--- config.mk ---
export PLATFORM = sky130hd
export DESIGN_NAME = ram_port_arbiter
export DESIGN_NICKNAME = d
export VERILOG_FILES = /design/src/rtl/ram_arb_pkg.sv /design/src/rtl/rr_arb2.sv /design/src/rtl/ram_port_arbiter.sv
export SDC_FILE = /design/constraint.sdc
export NUM_CORES = 1
export LEC_CHECK = 0
export CORE_ASPECT_RATIO = 1.25
export CORE_MARGIN = 2
export CORE_UTILIZATION = 40
export CTS_CLUSTER_DIAMETER = 80
export DETAILED_ROUTE_END_ITERATION = 16
export DONT_BUFFER_PORTS = 1
export HOLD_SLACK_MARGIN = 0.15
export SLEW_MARGIN = 20
export SYNTH_ARGS = -nofsm -noshare
export SYNTH_HDL_FRONTEND = slang
export SYNTH_HIERARCHICAL = 1
export SYNTH_SLANG_ARGS = --single-unit
export TNS_END_PERCENT = 50
--- constraint.sdc ---
create_clock -name clk -period 3.1 [get_ports clk]
set_clock_uncertainty 0.05 [all_clocks]
set_input_delay 0.31 -clock clk [delete_from_list [all_inputs] [get_ports clk]]
set_output_delay 0.31 -clock clk [all_outputs]
set_load 0.02 [all_outputs]
--- src/rtl/ram_arb_pkg.sv ---
// Shared definitions for the RAM port arbiter: RAM command opcodes, FSM state encoding
// and default widths.
package ram_arb_pkg;

   localparam int DEF_ADDR_WIDTH = 8;
   localparam int DEF_DATA_WIDTH = 8;
   localparam int DEF_RD_TIMEOUT = 15;

   localparam logic [1:0] WR_ADDR = 2'b00;
   localparam logic [1:0] WR_DATA = 2'b01;
   localparam logic [1:0] RD_ADDR = 2'b10;
   localparam logic [1:0] RD_DATA = 2'b11;

   typedef enum logic [2:0] {
      IDLE,
      CMD_ADDR,
      CMD_DATA,
      WAIT_RD,
      RESP
   } state_t;

endpackage

--- src/rtl/rr_arb2.sv ---
// Two-input grant for ram_port_arbiter. Round-robin by default; defining ARB_FIXED_PRIO_EN
// makes requester 0 always win and removes the pointer.
module rr_arb2 (
   input  logic clk,
   input  logic rst,
   input  logic req0,
   input  logic req1,
   input  logic update,
   input  logic owner,
   output logic gnt0,
   output logic gnt1
);

`ifdef ARB_FIXED_PRIO_EN
   assign gnt0 = req0;
   assign gnt1 = req1 && !req0;
`else
   logic ptr;

   // After each completed transaction the other requester gets priority on a tie
   always_ff @(posedge clk or posedge rst) begin
      if (rst) begin
         ptr <= 1'b0;
      end else if (update) begin
         ptr <= !owner;
      end
   end

   assign gnt0 = req0 && (!req1 || !ptr);
   assign gnt1 = req1 && (!req0 || ptr);
`endif

endmodule

--- src/rtl/ram_port_arbiter.sv ---
// Shares the single-port RAM between two requesters, sequencing whole transactions into
// the two-phase {opcode, payload} command protocol. ARB_FIXED_PRIO_EN selects fixed priority.
module ram_port_arbiter
   import ram_arb_pkg::*;
#(
   parameter int ADDR_WIDTH = DEF_ADDR_WIDTH,
   parameter int DATA_WIDTH = DEF_DATA_WIDTH,
   parameter int RD_TIMEOUT = DEF_RD_TIMEOUT
) (
   input  logic                  clk,
   input  logic                  rst,
   input  logic                  req0_valid,
   output logic                  req0_ready,
   input  logic                  req0_wr,
   input  logic [ADDR_WIDTH-1:0] req0_addr,
   input  logic [DATA_WIDTH-1:0] req0_wdata,
   input  logic                  req1_valid,
   output logic                  req1_ready,
   input  logic                  req1_wr,
   input  logic [ADDR_WIDTH-1:0] req1_addr,
   input  logic [DATA_WIDTH-1:0] req1_wdata,
   output logic                  rsp0_valid,
   output logic [DATA_WIDTH-1:0] rsp0_rdata,
   output logic                  rsp0_err,
   output logic                  rsp1_valid,
   output logic [DATA_WIDTH-1:0] rsp1_rdata,
   output logic                  rsp1_err,
   output logic [ADDR_WIDTH+1:0] ram_din,
   output logic                  ram_rx_valid,
   input  logic                  ram_tx_valid,
   input  logic [DATA_WIDTH-1:0] ram_dout
);

   localparam int CNT_W = $clog2(RD_TIMEOUT + 1);

   state_t                state;
   logic                  cur_wr;
   logic                  cur_owner;
   logic [ADDR_WIDTH-1:0] cur_addr;
   logic [DATA_WIDTH-1:0] cur_wdata;
   logic [CNT_W-1:0]      rd_cnt;
   logic                  gnt0;
   logic                  gnt1;
   logic                  accept;
   logic                  sel_wr;
   logic [ADDR_WIDTH-1:0] sel_addr;
   logic [DATA_WIDTH-1:0] sel_wdata;
   logic [ADDR_WIDTH-1:0] data_payload;
   logic                  fin;
   logic [DATA_WIDTH-1:0] fin_rdata;
   logic                  fin_err;

   rr_arb2 u_arb (
      .clk    (clk),
      .rst    (rst),
      .req0   (req0_valid),
      .req1   (req1_valid),
      .update (state == RESP),
      .owner  (cur_owner),
      .gnt0   (gnt0),
      .gnt1   (gnt1)
   );

   assign req0_ready   = !rst && (state == IDLE) && gnt0;
   assign req1_ready   = !rst && (state == IDLE) && gnt1;
   assign accept       = (req0_valid && req0_ready) || (req1_valid && req1_ready);
   assign sel_wr       = gnt1 ? req1_wr    : req0_wr;
   assign sel_addr     = gnt1 ? req1_addr  : req0_addr;
   assign sel_wdata    = gnt1 ? req1_wdata : req0_wdata;
   assign data_payload = cur_wr ? ADDR_WIDTH'(cur_wdata) : '0;

   // Completion of the current transaction; tx_valid takes precedence over the timeout
   always_comb begin
      fin       = 1'b0;
      fin_rdata = '0;
      fin_err   = 1'b0;
      if (state == CMD_DATA && cur_wr) begin
         fin = 1'b1;
      end else if (state == WAIT_RD) begin
         if (ram_tx_valid) begin
            fin       = 1'b1;
            fin_rdata = ram_dout;
         end else if (rd_cnt == CNT_W'(RD_TIMEOUT - 1)) begin
            fin     = 1'b1;
            fin_err = 1'b1;
         end
      end
   end

   // Transaction sequencer; the RAM strobe and response pulses default low every cycle
   always_ff @(posedge clk or posedge rst) begin
      if (rst) begin
         state        <= IDLE;
         cur_wr       <= 1'b0;
         cur_owner    <= 1'b0;
         cur_addr     <= '0;
         cur_wdata    <= '0;
         rd_cnt       <= '0;
         ram_din      <= '0;
         ram_rx_valid <= 1'b0;
         rsp0_valid   <= 1'b0;
         rsp0_rdata   <= '0;
         rsp0_err     <= 1'b0;
         rsp1_valid   <= 1'b0;
         rsp1_rdata   <= '0;
         rsp1_err     <= 1'b0;
      end else begin
         ram_din      <= '0;
         ram_rx_valid <= 1'b0;
         rsp0_valid   <= fin && !cur_owner;
         rsp0_rdata   <= (fin && !cur_owner) ? fin_rdata : '0;
         rsp0_err     <= fin && !cur_owner && fin_err;
         rsp1_valid   <= fin && cur_owner;
         rsp1_rdata   <= (fin && cur_owner) ? fin_rdata : '0;
         rsp1_err     <= fin && cur_owner && fin_err;
         case (state)
            IDLE: begin
               if (accept) begin
                  cur_wr       <= sel_wr;
                  cur_owner    <= gnt1;
                  cur_addr     <= sel_addr;
                  cur_wdata    <= sel_wdata;
                  ram_din      <= {sel_wr ? WR_ADDR : RD_ADDR, sel_addr};
                  ram_rx_valid <= 1'b1;
                  state        <= CMD_ADDR;
               end
            end
            CMD_ADDR: begin
               ram_din      <= {cur_wr ? WR_DATA : RD_DATA, data_payload};
               ram_rx_valid <= 1'b1;
               state        <= CMD_DATA;
            end
            CMD_DATA: begin
               rd_cnt <= '0;
               state  <= cur_wr ? RESP : WAIT_RD;
            end
            WAIT_RD: begin
               rd_cnt <= rd_cnt + CNT_W'(1);
               if (fin) begin
                  state <= RESP;
               end
            end
            RESP: begin
               state <= IDLE;
            end
            default: begin
               state <= IDLE;
            end
         endcase
      end
   end

endmodule

# Yosys cells after proc, flatten, opt, wreduce, memory -nomap -nowiden
# Cells that the tools add are included.
# W data, S select, Z words.
# word_totals
word_cells	73
ff_bits	49
output_inout_bits	33
# op_classes
n_eq_ne	7
add_sub_neg	1
n_reduce_logical	24
n_mux	27
# ops
cell	count
$mux W8	8
$pmux W10 S2	1
$logic_and A1 B1 Y1	12
$pmux W3 S4	1
$mux W10	1
$mux W1	9
$mux W3	3
$pmux W4 S2	1
$eq A3 B2 Y1 const B	2
$logic_not A1 Y1	5
$add A4 B1 Y4 const B	1
$eq A4 B4 Y1 const B	1
$mux W2	2
$ne A2 B2 Y1 const B	2
$reduce_and A2 Y1	2
$eq A3 B1 Y1 const B	1
$eq A3 B3 Y1 const B	1
$logic_not A3 Y1	1
$logic_or A1 B1 Y1	3
$pmux W1 S2	1
$reduce_bool A2 Y1	1

# Longest topological paths before layout
# depth
word_depth	8
depth_mapped	6
depth_no_buf	5

# By module
# The synthesis kept the hierarchy.
# modules_own_cells
module	area_each_um2	cells_per_inst	n_inst
ram_port_arbiter	2055.7	166	1
rr_arb2	56.3	7	1

# Least setup slack after synthesis
# No wires, ideal clock.
# synth_path
path_kind	register -> output
from	reg u_arb.ptr
to	out req1_ready
t_arrival_ns	1.595
path_buffers	2
path_stages_with_launch	6
slack_ns	1.145
cell_sequence	dfrtp_1 > inv_1 > a21boi_1 > clkbuf_1 > buf_1 > and2_1
# synth_between
elab_chain_cells	3
# synth_lines
element	line_no	rtl
from (decl)	rr_arb2.sv:18	logic ptr;
from (signal assigned)	rr_arb2.sv:25	ptr <= !owner;
$logic_or A1 B1 Y1	rr_arb2.sv:30	assign gnt1 = req1 && (!req0 || ptr);
$logic_and A1 B1 Y1	rr_arb2.sv:30	
net gnt1	ram_port_arbiter.sv:43	logic gnt1;
$logic_and A1 B1 Y1	ram_port_arbiter.sv:65	assign req1_ready = !rst && (state == IDLE) && gnt1;
to (decl)	ram_port_arbiter.sv:18	output logic req1_ready,
# The timed path passes the listed nets, and every way through them passes these cells.

# Worst setup path in the final report
# layout_path
from	reg state[0]
to	reg cur_wdata[6]
# layout_between
elab_chain_cells	6
# layout_lines
element	line_no	rtl
from (decl)	ram_port_arbiter.sv:36	state_t state;
from (signal assigned)	ram_port_arbiter.sv:135	state <= cur_wr ? RESP : WAIT_RD;
$logic_not A3 Y1 (*)	ram_port_arbiter.sv:64, ram_port_arbiter.sv:65, ram_port_arbiter.sv:116	
$logic_and A1 B1 Y1	ram_port_arbiter.sv:64, ram_port_arbiter.sv:65	
$logic_and A1 B1 Y1 (on tied branches)	ram_port_arbiter.sv:64, ram_port_arbiter.sv:65	
$logic_and A1 B1 Y1	ram_port_arbiter.sv:66	assign accept = (req0_valid && req0_ready) || (req1_valid && req1_ready);
$logic_or A1 B1 Y1	ram_port_arbiter.sv:66	
$reduce_and A2 Y1 (no line) (*)	n/a	
to (signal assigned)	ram_port_arbiter.sv:122	cur_wdata <= sel_wdata;
to (decl)	ram_port_arbiter.sv:40	logic [DATA_WIDTH-1:0] cur_wdata;
# Every way passes the cells marked *; elsewhere a longest branch is shown, timed or not.
# A chain may end at the register's enable or synchronous reset.

==> out/metrics.yaml <==
outcome:
  status: "finished clean"
setup_path:
  path_max_fanout: 13
  crit_arrival_ps: 2260
  path_class: "register to register"
  crit_required_ps: 3250
  critPathCaptureType: "register"
  startpoint_type: "register"
logic_synthesis:
  avgSynthCellArea_um2: 12.21
  synth_cells: 173
  synth_largest_area_cell: "dfrtp_1"
  ys_seq_area_share_pct: 58.06
  synth.area.top_cells: "dfrtp_1 (58%), mux2_2 (11%), and2_1 (5.6%)"
  synth.mux.area_fraction_pct: 14.93
  yosysUniqueCellTypes: 30
  synth_area_um2: 2112
  postSynthNetCount: 222
  synth_xor_area_share_pct: 0
  yosysTopAreaCellShare_pct: 58.06
  synth_seq_cells: 49
  synth-simple-area-share_pct: 14.75
  synthAdderAreaFrac_pct: 1.185
  synth_top_family_by_area: "multiplexers"
  yosys_warnings: 6
  synth_compound_area_share_pct: 8.590
grt:
  antenna_found_initial: 0
  grt_start_max_net_pins: 49
  grt.met3_usage_pct: 5.305
  grt_first_pass_wirelength_um: 6348
  grt_usage_pct: 14.69
  first_global_vias: 1354
  grt_use_met2_pct: 24.39
  grt_overflow: 0
  grt.met1_usage_pct: 16.46
  busiest_layer: "met2"
sta:
  slew_headroom_pct: 44.03
  fmax_mhz: 473.6
  tns_ps: 0
  fin_crit_sh_pct: 68.12
  setup_violations: 0
  setup_ws_ps: 988.4
  final_max_slew_viol_count: 0
  worst_pin_slew_ps: 837.7
  rsz0062_at_grt: "false"
  hold-worst-slack_ps: 157.4
  hold_viol: 0
  fin_crit_ps: 2112
power_and_ir_drop:
  p_leak_uw: 0.001096
  power.share.sequential_pct: 53.5
  pwr-share-comb_pct: 22.6
  ir_drop_uv: 339.4
  powerDensity_nw_per_um2: 819.7
  switchingPower_uw: 681.7
  pwr-share-clk_pct: 24.0
  p_int_uw: 1295
  p_sw_share_pct: 34.49
final_layout:
  num_antenna_cells: 0
  fillers: 486
  mostFrequentLayoutCells: "dfrtp_1 (49), mux2_2 (20), and2_1 (19)"
  nets: 235
  area_growth_pct: 14.16
  drive_gt1_share_pct: 18.18
  layout_commonest_cell: "dfrtp_1"
cts:
  root_buffer: "clkbuf_8"
  cts_buffer_depth: 2
  htreeDepth: 2
  cts_tree: "built"
  worstSkewPairLatency_ps: 300
  numCtsBuffers: 5
  clk_pin_slew_ps: 90
  cts.sinks: 49
place:
  place.port_buffers: 0
  pre_cts_slack_ps: 973.8
  gp_congestion: 0.8332
  hpwlAfterDp_um: 2735
drt:
  first_pass_iters: 4
  drc: 0
  totalWireLength_um: 3936
  wl_per_cell_um: 15.81
  ant_nets: 0
  vias: 1312
  via_per_inst: 5.269
  drt_iter0_drc: 23
job:
  maxCapViolCount: 0
floorplan:
  die_w_um: 68.99
  die-area_um2: 5881
  ios: 80
  die_height_um: 85.24
  num_rows: 29
  core_um2: 5080
  start_util_pct: 41.58
hold_path:
  hold_path.class: "input port to register"
[through the flow]
step / utilization, % / instance area (um2) / instances / power (uW)
floorplan: - / 2112 / 173 / 1413
detailed placement: 42.73 / 2171 / 229 / 1505
global route: 47.46 / 2411 / 249 / 2108
global placement: 42.73 / 2171 / 229 / 1485
finish: 47.46 / 2411 / 249 / 1976
CTS: 47.44 / 2410 / 249 / 2000
[worst max-delay path, cell delays in order, from the launching register on]
cell,delay (ps)
dfrtp_1,520
or2_4,320
a2111oi_4,700
mux2_2,410
[cell families after synthesis]
group,after synthesis
and+or+nand+nor,56
buffers and inverters,12
adders and majority gates,2
muxes,29
AOI/OAI and AO/OA,25
DFF,49
[what timing repair did]
item / in CTS / in global routing
endpoints found under the hold margin: 67 / 0
resized for setup: 0 / 0
endpoints found under the setup margin: 0 / 0
hold buffers: 12 / 0
buffers inserted: 0 / 0
[cells in the mapped netlist]
| cell | instances |
|---|---|
| a2111o_1 | 1 |
| a2111oi_4 | 1 |
| a211oi_1 | 2 |
| a21boi_0 | 1 |
| a21boi_1 | 1 |
| a21oi_1 | 3 |
| a22o_1 | 2 |
| and2_1 | 19 |
| and3_1 | 2 |
| buf_1 | 2 |
| buf_6 | 1 |
| clkbuf_1 | 5 |
| dfrtp_1 | 49 |
| ha_1 | 2 |
| inv_1 | 4 |
| mux2_2 | 20 |
| mux2i_1 | 9 |
| nand2_1 | 14 |
| nand2b_1 | 3 |
| nand3_1 | 3 |
| nand3b_1 | 1 |
| nor2_1 | 5 |
| nor2b_1 | 1 |
| nor3_1 | 2 |
| nor3b_1 | 3 |
| nor4bb_1 | 2 |
| o21a_1 | 1 |
| o21ai_0 | 11 |
| o32ai_1 | 2 |
| or2_4 | 1 |
[worst paths after layout]
check | startpoint | to | slack, ps | cells after the start
max reg2reg | state[0] | cur_wdata[6] | 990 | 3
max in group asynchronous | rst | rsp0_rdata[5] | 1950 | 2
min in group asynchronous | rst | u_arb/ptr | 270 | 2
max | state[0] | cur_wdata[6] | 990 | 3
min reg2reg | cur_wdata[3] | ram_din[3] | 430 | 2
min | req0_addr[3] | ram_din[3] | 160 | 2
[power groups by stage]
stage / Sequential, uW / Combinational [uW] / Clock [uW]
2_1_floorplan: 991 / 421 / 0
3_3_place_gp: 1060 / 424 / 0
6_report: 1060 / 446 / 474
5_1_grt: 1080 / 504 / 520
4_1_cts: 1060 / 453 / 491
3_5_place_dp: 1070 / 437 / 0
[final cells by class]
class | count | area [um2] | area share, %
tap | 62 | 77.57 | 3.217
clock buffer | 5 | 68.82 | 2.854
timing repair buffer | 14 | 135.1 | 5.605
multi-input combinational | 112 | 837.1 | 34.72
inverter | 4 | 16.27 | 0.6746
sequential | 49 | 1226 | 50.86
clock inverter | 3 | 50.05 | 2.076
[sequential cells by signal, indices dropped and copies added (netlist names)]
| name | flops |
|---|---|
| cur_owner | 1 |
| cur_wdata | 8 |
| cur_wr | 1 |
| ram_din | 10 |
| ram_rx_valid | 1 |
| rd_cnt | 4 |
| rsp0_err | 1 |
| rsp0_rdata | 8 |
| rsp0_valid | 1 |
| rsp1_err | 1 |
| rsp1_rdata | 8 |
| rsp1_valid | 1 |
| state | 3 |
| u_arb/ptr | 1 |
[layer usage]
| metal | part of all wire (%) | wire length [um] |
|---|---|---|
| met1 | 38 | 1499 |
| met2 | 52 | 2033 |
| met3 | 7.7 | 302 |
| met4 | 2.5 | 99 |
| met5 | 0 | 0 |
Power figures use the tool's default switching activity.
